==> src/rtl/predictor_pkg.sv <==
// Shared types and helpers for the PHT port arbiter.
//   arb_state_e  : port sequencer state (idle / update write-back)
//   upd_entry_t  : queued branch-resolution update {index, outcome}
//   sat_update() : saturating up/down step of an N-bit counter
package predictor_pkg;

  // Widest PHT index the update-entry struct can carry; narrower tables
  // zero-extend into it.
  localparam int unsigned IDX_W_MAX = 16;

  typedef enum logic {
    ST_IDLE   = 1'b0,
    ST_UPD_WR = 1'b1
  } arb_state_e;

  typedef struct packed {
    logic [IDX_W_MAX-1:0] index;
    logic                 outcome;
  } upd_entry_t;

  // Taken moves the counter towards max_val, not-taken towards zero; both ends stick.
  function automatic int unsigned sat_update(input int unsigned value,
                                             input logic        outcome,
                                             input int unsigned max_val);
    if (outcome) begin
      return (value >= max_val) ? max_val : value + 32'd1;
    end
    return (value == 32'd0) ? 32'd0 : value - 32'd1;
  endfunction

endpackage

==> src/rtl/pht_update_fifo.sv <==
// Synchronous FIFO holding pending PHT updates.
//   clk, reset : clock, synchronous active-high reset (pointers/count only)
//   push/wdata : enqueue; ignored while full, even if a pop happens that cycle
//   pop        : dequeue the head; ignored while empty
//   rdata      : current head entry (valid while !empty)
//   full/empty : occupancy flags
module pht_update_fifo #(
  parameter int WIDTH  = 5,
  parameter int QDEPTH = 4
) (
  input  logic             clk,
  input  logic             reset,
  input  logic             push,
  input  logic [WIDTH-1:0] wdata,
  input  logic             pop,
  output logic [WIDTH-1:0] rdata,
  output logic             full,
  output logic             empty
);

  localparam int AW = $clog2(QDEPTH);

  logic [WIDTH-1:0] mem [QDEPTH];
  logic [AW-1:0]    wr_ptr;
  logic [AW-1:0]    rd_ptr;
  logic [AW:0]      count;
  logic             do_push;
  logic             do_pop;

  assign full    = (count == (AW+1)'(QDEPTH));
  assign empty   = (count == '0);
  assign do_push = push && !full;
  assign do_pop  = pop && !empty;
  assign rdata   = mem[rd_ptr];

  always_ff @(posedge clk) begin
    if (reset) begin
      wr_ptr <= '0;
      rd_ptr <= '0;
      count  <= '0;
    end else begin
      if (do_push) wr_ptr <= wr_ptr + 1'b1;
      if (do_pop)  rd_ptr <= rd_ptr + 1'b1;
      case ({do_push, do_pop})
        2'b10:   count <= count + 1'b1;
        2'b01:   count <= count - 1'b1;
        default: count <= count;
      endcase
    end
  end

  // Storage is never reset; the pointers decide what is valid.
  always_ff @(posedge clk) begin
    if (do_push) mem[wr_ptr] <= wdata;
  end

endmodule

==> src/rtl/pht_port_arbiter.sv <==
// Sequencer/arbiter for a single-ported PHT of 2^K N-bit saturating counters.
// Shares the one synchronous-read RAM port between two round-robin lookup
// requesters and a queue of branch-resolution updates; each update is a
// read followed by a write of the saturated value.
//   lk_valid/lk_index/lk_ready : lookup requests and one-hot grant (combinational)
//   pred_valid/prediction      : lookup result, one cycle after the grant
//   upd_valid/upd_index/upd_outcome/upd_ready : update queue push side
//   pht_en/pht_we/pht_addr/pht_wdata/pht_rdata : RAM port
module pht_port_arbiter
  import predictor_pkg::*;
#(
  parameter int K          = 4,
  parameter int N          = 2,
  parameter int QDEPTH     = 4,
  parameter int STARVE_MAX = 8
) (
  input  logic           clk,
  input  logic           reset,
  input  logic [1:0]     lk_valid,
  input  logic [2*K-1:0] lk_index,
  output logic [1:0]     lk_ready,
  output logic [1:0]     pred_valid,
  output logic [1:0]     prediction,
  input  logic           upd_valid,
  input  logic [K-1:0]   upd_index,
  input  logic           upd_outcome,
  output logic           upd_ready,
  output logic           pht_en,
  output logic           pht_we,
  output logic [K-1:0]   pht_addr,
  output logic [N-1:0]   pht_wdata,
  input  logic [N-1:0]   pht_rdata
);

  localparam int          SW      = $clog2(STARVE_MAX + 1);
  localparam int unsigned CNT_MAX = (32'd1 << N) - 32'd1;

  arb_state_e state;
  logic       rr_ptr;
  logic [SW-1:0] starve_cnt;

  logic [1:0] lk_gnt_p1;
  upd_entry_t upd_hold_p1;

  logic [K:0] fifo_head;
  logic       fifo_full;
  logic       fifo_empty;
  logic       upd_push;

  logic       any_lk;
  logic       force_upd;
  logic       start_upd;
  logic       grant_lk;
  logic       grant_sel;
  logic [1:0] grant_vec;

  assign upd_ready = !reset && !fifo_full;
  assign upd_push  = upd_valid && upd_ready;

  pht_update_fifo #(
    .WIDTH  (K + 1),
    .QDEPTH (QDEPTH)
  ) u_fifo (
    .clk   (clk),
    .reset (reset),
    .push  (upd_push),
    .wdata ({upd_index, upd_outcome}),
    .pop   (start_upd),
    .rdata (fifo_head),
    .full  (fifo_full),
    .empty (fifo_empty)
  );

  // Port arbitration: a full queue or a starved head beats lookups;
  // otherwise lookups win and the queue only drains on otherwise idle cycles.
  always_comb begin
    any_lk    = |lk_valid;
    force_upd = fifo_full || (!fifo_empty && (starve_cnt >= SW'(STARVE_MAX)));
    start_upd = 1'b0;
    grant_lk  = 1'b0;
    if (!reset && (state == ST_IDLE)) begin
      if (force_upd)        start_upd = 1'b1;
      else if (any_lk)      grant_lk  = 1'b1;
      else if (!fifo_empty) start_upd = 1'b1;
    end
    // Pointer only matters on contention; a lone requester always wins.
    grant_sel = (lk_valid == 2'b11) ? rr_ptr : lk_valid[1];
    grant_vec = 2'b00;
    if (grant_lk) grant_vec[grant_sel] = 1'b1;
  end

  assign lk_ready = grant_vec;

  always_comb begin
    pht_en    = 1'b0;
    pht_we    = 1'b0;
    pht_addr  = '0;
    pht_wdata = '0;
    if (!reset) begin
      if (state == ST_UPD_WR) begin
        pht_en    = 1'b1;
        pht_we    = 1'b1;
        pht_addr  = K'(upd_hold_p1.index);
        pht_wdata = N'(sat_update(32'(pht_rdata), upd_hold_p1.outcome, CNT_MAX));
      end else if (start_upd) begin
        pht_en   = 1'b1;
        pht_addr = fifo_head[K:1];
      end else if (grant_lk) begin
        pht_en   = 1'b1;
        pht_addr = grant_sel ? lk_index[2*K-1:K] : lk_index[K-1:0];
      end
    end
  end

  // The RAM returns data one cycle after the read, so the result is steered
  // to whichever requester was granted on the previous cycle.
  assign pred_valid = reset ? 2'b00 : lk_gnt_p1;
  assign prediction = pred_valid & {2{pht_rdata[N-1]}};

  always_ff @(posedge clk) begin
    if (reset) begin
      state      <= ST_IDLE;
      rr_ptr     <= 1'b0;
      starve_cnt <= '0;
      lk_gnt_p1  <= 2'b00;
    end else begin
      lk_gnt_p1 <= grant_vec;
      if (grant_lk) rr_ptr <= ~grant_sel;
      case (state)
        ST_IDLE:   if (start_upd) state <= ST_UPD_WR;
        ST_UPD_WR: state <= ST_IDLE;
        default:   state <= ST_IDLE;
      endcase
      if (state == ST_IDLE) begin
        if (fifo_empty || start_upd)
          starve_cnt <= '0;
        else if (starve_cnt < SW'(STARVE_MAX))
          starve_cnt <= starve_cnt + 1'b1;
      end
    end
  end

  // ---- p1: update read issued -> write-back with the returned data ----
  always_ff @(posedge clk) begin
    if (start_upd)
      upd_hold_p1 <= '{index: IDX_W_MAX'(fifo_head[K:1]), outcome: fifo_head[0]};
  end

endmodule

==> config.mk <==
export PLATFORM = sky130hd
export DESIGN_NAME = pht_port_arbiter
export DESIGN_NICKNAME = d
export VERILOG_FILES = /design/src/rtl/predictor_pkg.sv /design/src/rtl/pht_update_fifo.sv /design/src/rtl/pht_port_arbiter.sv
export SDC_FILE = /design/constraint.sdc
export NUM_CORES = 1
export LEC_CHECK = 0
export BUFFER_PORTS_ARGS = -buffer_cell sky130_fd_sc_hd__buf_2
export CAP_MARGIN = 20
export CORE_MARGIN = 4
export CORE_UTILIZATION = 54
export DETAILED_ROUTE_END_ITERATION = 12
export MAX_ROUTING_LAYER = met4
export PLACE_DENSITY = 0.77
export SETUP_SLACK_MARGIN = 0.5
export SYNTH_ARGS = -nofsm -noshare
export SYNTH_HDL_FRONTEND = slang
export SYNTH_SLANG_ARGS = --single-unit
==> constraint.sdc <==
create_clock -name clk -period 2.67 [get_ports clk]
set_input_delay 0.534 -clock clk [delete_from_list [all_inputs] [get_ports clk]]
set_output_delay 0.534 -clock clk [all_outputs]
set_load 0.02 [all_outputs]
Word-level counts from Yosys, hierarchy flattened
Memory sizes are Yosys's and may differ from the RTL's. A register that Yosys moved wholly into a read port is not among the register bits. Cells that the tools add are included.

Shifts and indexed selects: 0. Div/mod/pow operators: 0. Multiply operators: 0. Bitwise operators: 3. Mux-type cells: 41. Reductions and logical operators: 18. Eq/ne operators: 4. $add $sub $neg: 7. Order comparisons: 5.

Operator list (number): $mux W4 (7); $mux W1 (21); $mux W2 (10); $logic_and A1 B1 Y1 (7); $add A2 B1 Y2 const B (3); $pmux W3 S2 (1); $add A4 B1 Y4 const B (1); $eq A2 B2 Y1 const B (2); $ge A4 B4 Y1 const B (1); $lt A4 B4 Y1 const B (1); $reduce_bool A2 Y1 (2); $add A3 B1 Y3 const B (1); $eq A3 B3 Y1 const B (1); $logic_not A1 Y1 (3); $logic_not A3 Y1 (1); $sub A3 B1 Y3 const B (1); $and A2 B2 Y2 (1); $eq A2 B1 Y1 const B (1); $ge A2 B2 Y1 const B (1); $logic_not A2 Y1 (1); $logic_or A1 B1 Y1 (2); $lt A1 B2 Y1 const B (1); $not A1 Y1 (2); $pmux W1 S2 (1); other kinds (5) (5).

Memories: 1. Bits in latches: 0. Bits in writable memories: 20. Logic and storage cells: 88. ROM bits: 0. Output and inout port bits: 15. Bits of input ports: 20. Register bits after elaboration: 20.

Memories: u_fifo.mem (words 4, width 5, read ports 1, clocked after Yosys merged registers in 1, write ports 1, line pht_update_fifo.sv:23) `logic [WIDTH-1:0] mem [QDEPTH];`.

Depth between registers and ports, before layout
Gate-level depths: netlist of the first run.

Depth after elaboration: 10. Depth in mapped cells: 10. Gate-level depth less buffers: 9.

Cells and area by module
From an unflattened synthesis of the first run, not the netlist that was laid out.

Cell total of the unflattened synthesis: 159. Area, all modules: 1955.6 um2.

Modules (own cells, without submodules): pht_update_fifo (seq. area each 780.7 um2, area each 1193.6 um2, cells each 80, instances 1); pht_port_arbiter (seq. area each 310.3 um2, area each 762.0 um2, cells each 79, instances 1).

Worst setup path before layout of the first run
Ideal clock, no wire load.

Path type: input port to flip-flop. Start point: input port reset. End point: register u_fifo.count[2]. Setup time: 0.071 ns. Path slack: 0.378 ns. Cell stages on the path: 9. Path buffers: 2. Arrival time: 2.220 ns. Data required time: 2.599 ns. Cell sequence: clkbuf_1 > clkbuf_1 > nor2_1 > ha_1 > inv_1 > fa_1 > xor2_1 > or3_1 > a21oi_1.

Longest elaborated chain between the ends: 6. Elaborated cells on any way between the ends: 11. Classes of those cells: eq/ne (2); mux (2); reduce/logical (7).

RTL lines: start, declared (line pht_port_arbiter.sv:18) `input logic reset,`; $logic_not A1 Y1 (*); $logic_and A1 B1 Y1 (*) (line pht_port_arbiter.sv:81) `if (!reset && (state == ST_IDLE)) begin`; $mux W1 (*) (line pht_port_arbiter.sv:81); $logic_and A1 B1 Y1 (*) (line pht_update_fifo.sv:33) `assign do_pop = pop && !empty;`; via u_fifo.do_pop (line pht_update_fifo.sv:28) `logic do_pop;`; $eq A2 B1 Y1 or $eq A2 B2 Y1 (tied branches) (line pht_update_fifo.sv:44) `case ({do_push, do_pop})`; $pmux W3 S2 or $reduce_bool A2 Y1 (tied branches); end signal, assigned (line pht_update_fifo.sv:45) `2'b10: count <= count + 1'b1;`; end signal, assigned (line pht_update_fifo.sv:46) `2'b01: count <= count - 1'b1;`; end signal, assigned (line pht_update_fifo.sv:47) `default: count <= count;`; end, declared (line pht_update_fifo.sv:26) `logic [AW:0] count;`.

Mark *: on every way through the listed nets, which the timed path passes. The rest lies on a longest branch. A chain may end at the register's enable or synchronous reset.

Worst setup path in the final report of the first run
Start point: register u_fifo.count[1]. End point: output port pht_addr[0].

Longest elaborated chain between the ends: 10. Elaborated cells on any way between the ends: 15. Classes of those cells: eq/ne (1); mux (10); reduce/logical (4).

RTL lines: $logic_not A3 Y1 (line pht_update_fifo.sv:31) `assign empty = (count == '0);`; $logic_not A1 Y1 (line pht_port_arbiter.sv:78) `force_upd = fifo_full || (!fifo_empty && (starve_cnt >= SW'(STARVE_MAX)));`; $logic_and A1 B1 Y1 (line pht_port_arbiter.sv:78); $logic_or A1 B1 Y1 (line pht_port_arbiter.sv:78); $mux W1 (line pht_port_arbiter.sv:82) `if (force_upd) start_upd = 1'b1;`; $mux W1 (line pht_port_arbiter.sv:81); $mux W4 (line pht_port_arbiter.sv:108) `end else if (grant_lk) begin`; $mux W4 (*) (line pht_port_arbiter.sv:105) `end else if (start_upd) begin`; $mux W4 (*) (line pht_port_arbiter.sv:100) `if (state == ST_UPD_WR) begin`; $mux W4 (*) (line pht_port_arbiter.sv:99) `if (!reset) begin`; end, declared (line pht_port_arbiter.sv:30) `output logic [K-1:0] pht_addr,`.

Every way passes the cells marked *; elsewhere a longest branch is shown, timed or not.

==> results of run 1 <==
cell usage in the layout (no fill, tap or decap), drive strengths merged, types with 2 or more instances in the layout:
cell type,instances
buf,48
edfxtp,25
nor2,17
dfxtp,17
inv,13
a21oi,9
and2,9
nand3,8
ha,7
clkbuf,6
mux4,5
nand2,5
o221ai,4
a31oi,4
o21ai,4
xnor2,4
clkinv,3
nor3b,3
or3,3
o21a,2
nor2b,2
and3,2
xor2,2
o211ai,2
nor3,2
report_power, final:
| part | total, mW | internal, mW | leakage (nW) | switching (mW) |
|---|---|---|---|---|
| sequential | 0.912 | 0.803 | 0.370 | 0.109 |
| clock | 0.302 | 0.103 | 0.0322 | 0.199 |
| combinational | 0.938 | 0.433 | 0.520 | 0.505 |
how the worst max path moves through the flow:
stage | startpoint | end | slack, ns | depth (start not counted)
detailed placement | lk_valid[1] | u_fifo.count[2] | 0.15 | 10
global placement | lk_valid[1] | u_fifo.count[2] | 0.28 | 10
CTS | u_fifo.count[1] | pht_addr[0] | 0.33 | 5
floorplan | reset | u_fifo.count[2] | 0.47 | 9
finish | u_fifo.count[1] | pht_addr[0] | 0.33 | 5
global route | u_fifo.count[1] | pht_addr[0] | 0.25 | 5
Yosys cell counts:
cell / instances / area, sq um
a21boi_0: 1 / 7.51
a21oi_1: 9 / 45.0
a221oi_1: 1 / 8.76
a311oi_2: 1 / 15.0
a31oi_1: 4 / 25.0
a41oi_1: 1 / 8.76
and2_1: 9 / 56.3
and3_1: 2 / 12.5
buf_2: 2 / 10.0
clkbuf_1: 3 / 11.3
clkinv_1: 1 / 3.75
dfxtp_1: 17 / 340
edfxtp_1: 25 / 751
fa_1: 1 / 20.0
ha_1: 7 / 87.6
inv_1: 13 / 48.8
mux4_2: 5 / 113
nand2_1: 5 / 18.8
nand3_1: 8 / 40.0
nor2_1: 17 / 63.8
nor2b_1: 2 / 12.5
nor3_1: 1 / 5.00
nor3_2: 1 / 10.0
nor3b_1: 2 / 15.0
nor3b_2: 1 / 12.5
nor4_1: 1 / 6.26
o211ai_1: 1 / 7.51
o211ai_2: 1 / 12.5
o21a_1: 2 / 15.0
o21ai_0: 4 / 20.0
o21bai_1: 1 / 7.51
o221ai_1: 4 / 35.0
o22ai_1: 1 / 6.26
o31ai_1: 1 / 7.51
or3_1: 2 / 12.5
or3_4: 1 / 11.3
xnor2_1: 4 / 35.0
xor2_1: 2 / 17.5
worst max-delay path: stages, from the launching register on:
cell	delay, ns
dfxtp_4	0.39
or3_4	0.40
o211ai_4	0.15
o221ai_2	0.15
a31oi_2	0.19
buf_4	0.18
cell families after synthesis:
family,count (synthesis)
compound gates,32
xor+xnor,6
fa+ha+maj,8
mux,5
simple gates,52
flops,42
buf+inv,19
per-stage QoR:
step | setup WS [ns] | hold WS, ns
floorplan | 0.474 | 0.458
global placement | 0.281 | 0.469
detailed placement | 0.151 | 0.495
CTS | 0.335 | 0.379
global route | 0.254 | 0.367
finish | 0.334 | 0.389
flip-flops by register name (all words and copies together), names as in the netlist, named ones only:
signal         count
u_fifo.mem        20
upd_hold_p1        5
starve_cnt         4
u_fifo.count       3
lk_gnt_p1          2
u_fifo.rd_ptr      2
u_fifo.wr_ptr      2
rr_ptr             1
state              1
what timing repair did:
| action | CTS | global route |
|---|---|---|
| setup endpoints to repair | 8 | 9 |
| hold buffers | 0 | 0 |
| resized for setup | 20 | 7 |
| buffers inserted | 6 | 4 |
| pin swaps | 7 | 5 |
metal layers:
layer  wire length [um]  share of wire, %  vias up
met4                112               2.6        0
met5                  0                 0        -
met1               1660                39      683
met2               2160                51       57
li1                   -                 -      700
met3                330               7.7       13
final cells by class:
class                   instances  area, sq um
well taps                      46         57.6
repair buffers                 48          295
multi-input cells             103          872
flip-flops and latches         42         1110
clock inverters                 2         13.8
clock buffers                   6         41.3
inverters                      14         53.8
fillers                       242          950
==> results.sh, run 1 <==
export IMPL_drt_initial_drc_count=123
export IMPL_wl_per_cell_um=16.3
export IMPL_vias_per_cell=5.57
export IMPL_nets=242
export IMPL_die_area_sq_um=4610
export IMPL_ir_worst_vdd_mv=0.501
export IMPL_max_freq_mhz=428
export IMPL_rr_startpoint="u_fifo.count[0]"
export IMPL_min_to="u_fifo.mem[2][4]"
export IMPL_clock_root_buffer="clkbuf_4"
export IMPL_port_buffers=34
export IMPL_die_h_um=67.9
export IMPL_skew_ns=0.0151
export IMPL_synth_avg_cell_area_sq_um=11.8
export IMPL_power_mw=2.15
export IMPL_hold_class="in2reg"
export IMPL_drc=0
export IMPL_place_area_sq_um=2220
export IMPL_synth_distinct_cells=38
export IMPL_grt_use_met1_pct=22.6
export IMPL_clkSlewWorstSetupHoldPaths_ns=0.12
export IMPL_maxSlewViolCount=0
export IMPL_worst_pin_slew_ns=0.420
export IMPL_slew_headroom_pct=71.9
export IMPL_gr_usage_all_layers_pct=21.0
export IMPL_synth_top_family_by_area="simple AND/OR/NAND/NOR gates"
export IMPL_hold_viol=0
export IMPL_r2r_cells=9
export IMPL_grt_max_degree=14
export IMPL_rsz0062_at_grt="yes"
export IMPL_initial_utilization_pct=57.1
export IMPL_totalWireLength_mm=4.26
export IMPL_yosysSeqAreaShare_pct=56.4
export IMPL_htree_num_levels=2
export IMPL_final_cells=261
export IMPL_cap_violations=0
export IMPL_rows=21
export IMPL_end_kind="output pin"
export IMPL_gp_congestion=0.908
export IMPL_yosys_area_share_xor_xnor_pct=2.71
export IMPL_ioPinCount=35
export IMPL_path_class="reg2out"
export IMPL_ant_nets=0
export IMPL_fin_crit_ns=2.34
export IMPL_syn_area_sq_um=1940
export IMPL_drive_above_1_share_pct=39.1
export IMPL_core_region_area_sq_um=3390
export IMPL_grt_pass1_vias=1471
export IMPL_final_core_util_pct=72.0
export IMPL_period_share_pct=87.5
export IMPL_synth_fa_ha_area_share_pct=5.56
export IMPL_first_pass_iters=4
export IMPL_leakagePower_nw=0.922
export IMPL_clkSinkCount=42
export IMPL_grt_pass1_wl_mm=6.67
export IMPL_cts_tree="yes"
export IMPL_use_met3_pct=5.25
export IMPL_synth_nets=192
export IMPL_worstPathRequired_ns=2.14
export IMPL_power_density_nw_per_um2=882
export IMPL_hold_path_cell_count=1
export IMPL_crit_path_start_kind="register"
export IMPL_synthMuxAreaShare_pct=5.82
export IMPL_ys_ff_latch=42
export IMPL_gr_total_overflow=0
export IMPL_cts_made_buffers=5
export IMPL_synth_compound_area_share_pct=11.4
export IMPL_postSynthCellCount=164
export IMPL_synth_simple_area_share_pct=14.3
export IMPL_antennaDiodeCount=0
export IMPL_die_width_um=67.9
export IMPL_insertion_delay_ns=0.35
export IMPL_setup_violations=0
export IMPL_totalNegativeSetupSlack_ns=0
export IMPL_worst_hold_startpoint="upd_index[3]"
export IMPL_post_dp_hpwl_mm=3.05
export IMPL_area_growth_pct=26.1
export IMPL_clockBufferDepth=2
export IMPL_dp_cells=243
export IMPL_synth_warnings=0
export IMPL_grt_busiest_layer="met2"
export IMPL_use_met2_pct=36.1
export IMPL_arrival_ns=1.80
export IMPL_fin_area_sq_um=2440
export IMPL_status="completed"
export IMPL_reg2reg_setup_slack_ns=0.39
export IMPL_r2r_end="u_fifo.count[2]"
export IMPL_critical_path_max_fanout=6
export IMPL_vias=1453
export IMPL_antenna_found_initial=0
No activity file was read; power rests on OpenSTA's default activity.
==> run 2: changes to the inputs <==
Settings changed: CORE_UTILIZATION 54 to 30, HOLD_SLACK_MARGIN from default to 0.08, PLACE_DENSITY 0.77 to 0.47, REMOVE_ABC_BUFFERS from default to 1.
==> results.sh, run 2 (synthesis gave the netlist of run 1 again) <==
export IMPL_fin_crit_ns=2.25
export IMPL_fill_cells=622
export IMPL_power_density_nw_per_um2=905
export IMPL_path_class="reg2out"
export IMPL_drc=0
export IMPL_grt_pass1_wl_mm=6.55
export IMPL_layout_commonest_cell="buf_2"
export IMPL_drive_above_1_share_pct=40.8
export IMPL_die_width_um=88.3
export IMPL_setup_violations=0
export IMPL_grt_pass1_vias=1378
export IMPL_r2r_end="u_fifo.count[2]"
export IMPL_arrival_ns=1.72
export IMPL_maxSlewViolCount=0
export IMPL_die_area_sq_um=7800
export IMPL_clkSinkCount=42
export IMPL_drt_initial_drc_count=64
export IMPL_largestRegisters="u_fifo.mem x20, upd_hold_p1 x5, starve_cnt x4"
export IMPL_crit_path_start_kind="register"
export IMPL_antenna_found_initial=0
export IMPL_status="completed"
export IMPL_reg2reg_setup_slack_ns=0.53
export IMPL_ioPinCount=35
export IMPL_cts_tree="yes"
export IMPL_largest_register="u_fifo.mem"
export IMPL_worstPathRequired_ns=2.14
export IMPL_post_dp_hpwl_mm=3.00
export IMPL_leakagePower_nw=0.954
export IMPL_cpMaxStageDelayCell="dfxtp_2"
export IMPL_hold_class="in2reg"
export IMPL_gp_congestion=0.829
export IMPL_largest_reg_flops=20
export IMPL_rsz0062_at_grt="yes"
export IMPL_rr_startpoint="u_fifo.count[0]"
export IMPL_path_cells="nor3b_2 -> buf_4 -> nor3_2 -> buf_4 -> nand3_1 -> a31oi_1 -> buf_4"
export IMPL_first_pass_iters=4
export IMPL_r2r_cells=9
export IMPL_max_freq_mhz=444
export IMPL_power_mw=2.29
export IMPL_period_share_pct=84.3
export IMPL_critical_path_max_fanout=8
export IMPL_multi_input_area_sq_um=871
export IMPL_wl_per_cell_um=13.8
export IMPL_grt_max_degree=16
export IMPL_core_region_area_sq_um=6310
export IMPL_gr_usage_all_layers_pct=11.3
export IMPL_initial_utilization_pct=30.7
export IMPL_antennaDiodeCount=0
export IMPL_clock_root_buffer="clkbuf_8"
export IMPL_vias=1377
export IMPL_area_growth_pct=30.6
export IMPL_clockBufferDepth=2
export IMPL_slowest_delay_ns=0.34
export IMPL_critical_path_buf_inv_count=3
export IMPL_critPathMostFrequentCell="buf_4"
export IMPL_worst_pin_slew_ns=0.388
export IMPL_nets=245
export IMPL_slew_headroom_pct=74.0
export IMPL_die_h_um=88.3
export IMPL_ant_nets=0
export IMPL_final_seq_area_sq_um=1100
export IMPL_totalWireLength_mm=4.08
export IMPL_cp_top_family="buffers and inverters"
export IMPL_hold_viol=0
export IMPL_end_kind="output pin"
export IMPL_rows=29
export IMPL_clkSlewWorstSetupHoldPaths_ns=0.09
export IMPL_cap_violations=0
export IMPL_final_core_util_pct=40.1
export IMPL_final_cell_mix="buf_2 (30), edfxtp_1 (25), buf_4 (19)"
export IMPL_vias_per_cell=4.67
export IMPL_gr_total_overflow=0
export IMPL_cts_made_buffers=5
export IMPL_insertion_delay_ns=0.29
export IMPL_ir_worst_vdd_mv=0.440
export IMPL_htree_num_levels=2
export IMPL_skew_ns=0.00657
export IMPL_hold_path_cell_count=1
export IMPL_worst_hold_startpoint="upd_index[0]"
export IMPL_totalNegativeSetupSlack_ns=0
export IMPL_min_to="u_fifo.mem[3][1]"
export IMPL_port_buffers=34
run 2: cell types whose count changed in the layout (fill, tap and decap cells not counted), moves of 3 or more:
cell      before  now
a31oi_1        0    3
clkbuf_8       0    5
a21oi_1        9    5
a31oi_2        4    0
a21oi_2        0    3
clkbuf_4       5    0
run 2: worst max path at each step:
stage,startpoint,to,slack [ns],depth (start not counted)
floorplan,lk_valid[1],u_fifo.count[2],0.39,9
global placement,lk_valid[1],u_fifo.count[2],0.31,10
detailed placement,lk_valid[1],u_fifo.count[2],0.24,10
CTS,u_fifo.count[1],pht_addr[2],0.41,6
global route,u_fifo.count[1],pht_addr[3],0.35,6
finish,u_fifo.count[2],pht_addr[0],0.42,7
run 2: through the flow:
step           instance area [sq um]  cells  worst slack [ns]  hold slack (ns)
2_1_floorplan                   1910    159             0.385            0.449
3_3_place_gp                    2260    280             0.307            0.476
3_5_place_dp                    2260    280             0.241            0.487
4_1_cts                         2470    295             0.411            0.447
5_1_grt                         2530    295             0.348            0.447
6_report                        2530    295             0.420            0.456
run 2: what timing repair did:
action	in CTS	in global routing
cloned	0	0
setup endpoints to repair	7	8
setup buffers	7	0
pin swaps	6	3
gates resized for setup	21	11
hold buffers	0	0
run 2: worst reg2reg max path: cells and delay by family (launching register included):
kind,cells,cell delay [ns]
adder cells (fa/ha/maj),2,0.56
flip-flops,1,0.38
AO/OA/AOI/OAI,3,0.50
buffers and inverters,1,0.06
XOR/XNOR,1,0.17
AND/OR/NAND/NOR,2,0.42
run 2: cell type report:
cell class	instances	share of cell area, %
well taps	77	3.81
clock buffers	5	2.72
flip-flops and latches	42	43.6
clock inverters	3	0.841
inverters	14	2.08
repair buffers	51	12.5
multi-input cells	103	34.4
run 2: power by group:
part / internal [mW] / switching (mW)
Combinational: 0.472 / 0.517
Clock: 0.184 / 0.228
Sequential: 0.801 / 0.0852
Total: 1.46 / 0.831
run 2: per-layer routing:
metal / part of all wire (%) / wire (um) / global-route usage, %
met5: 0 / 0 / -
met1: 47 / 1920 / 14.0
met2: 47 / 1930 / 18.1
met4: 0.98 / 40 / 3.71
met3: 4.8 / 197 / 2.89
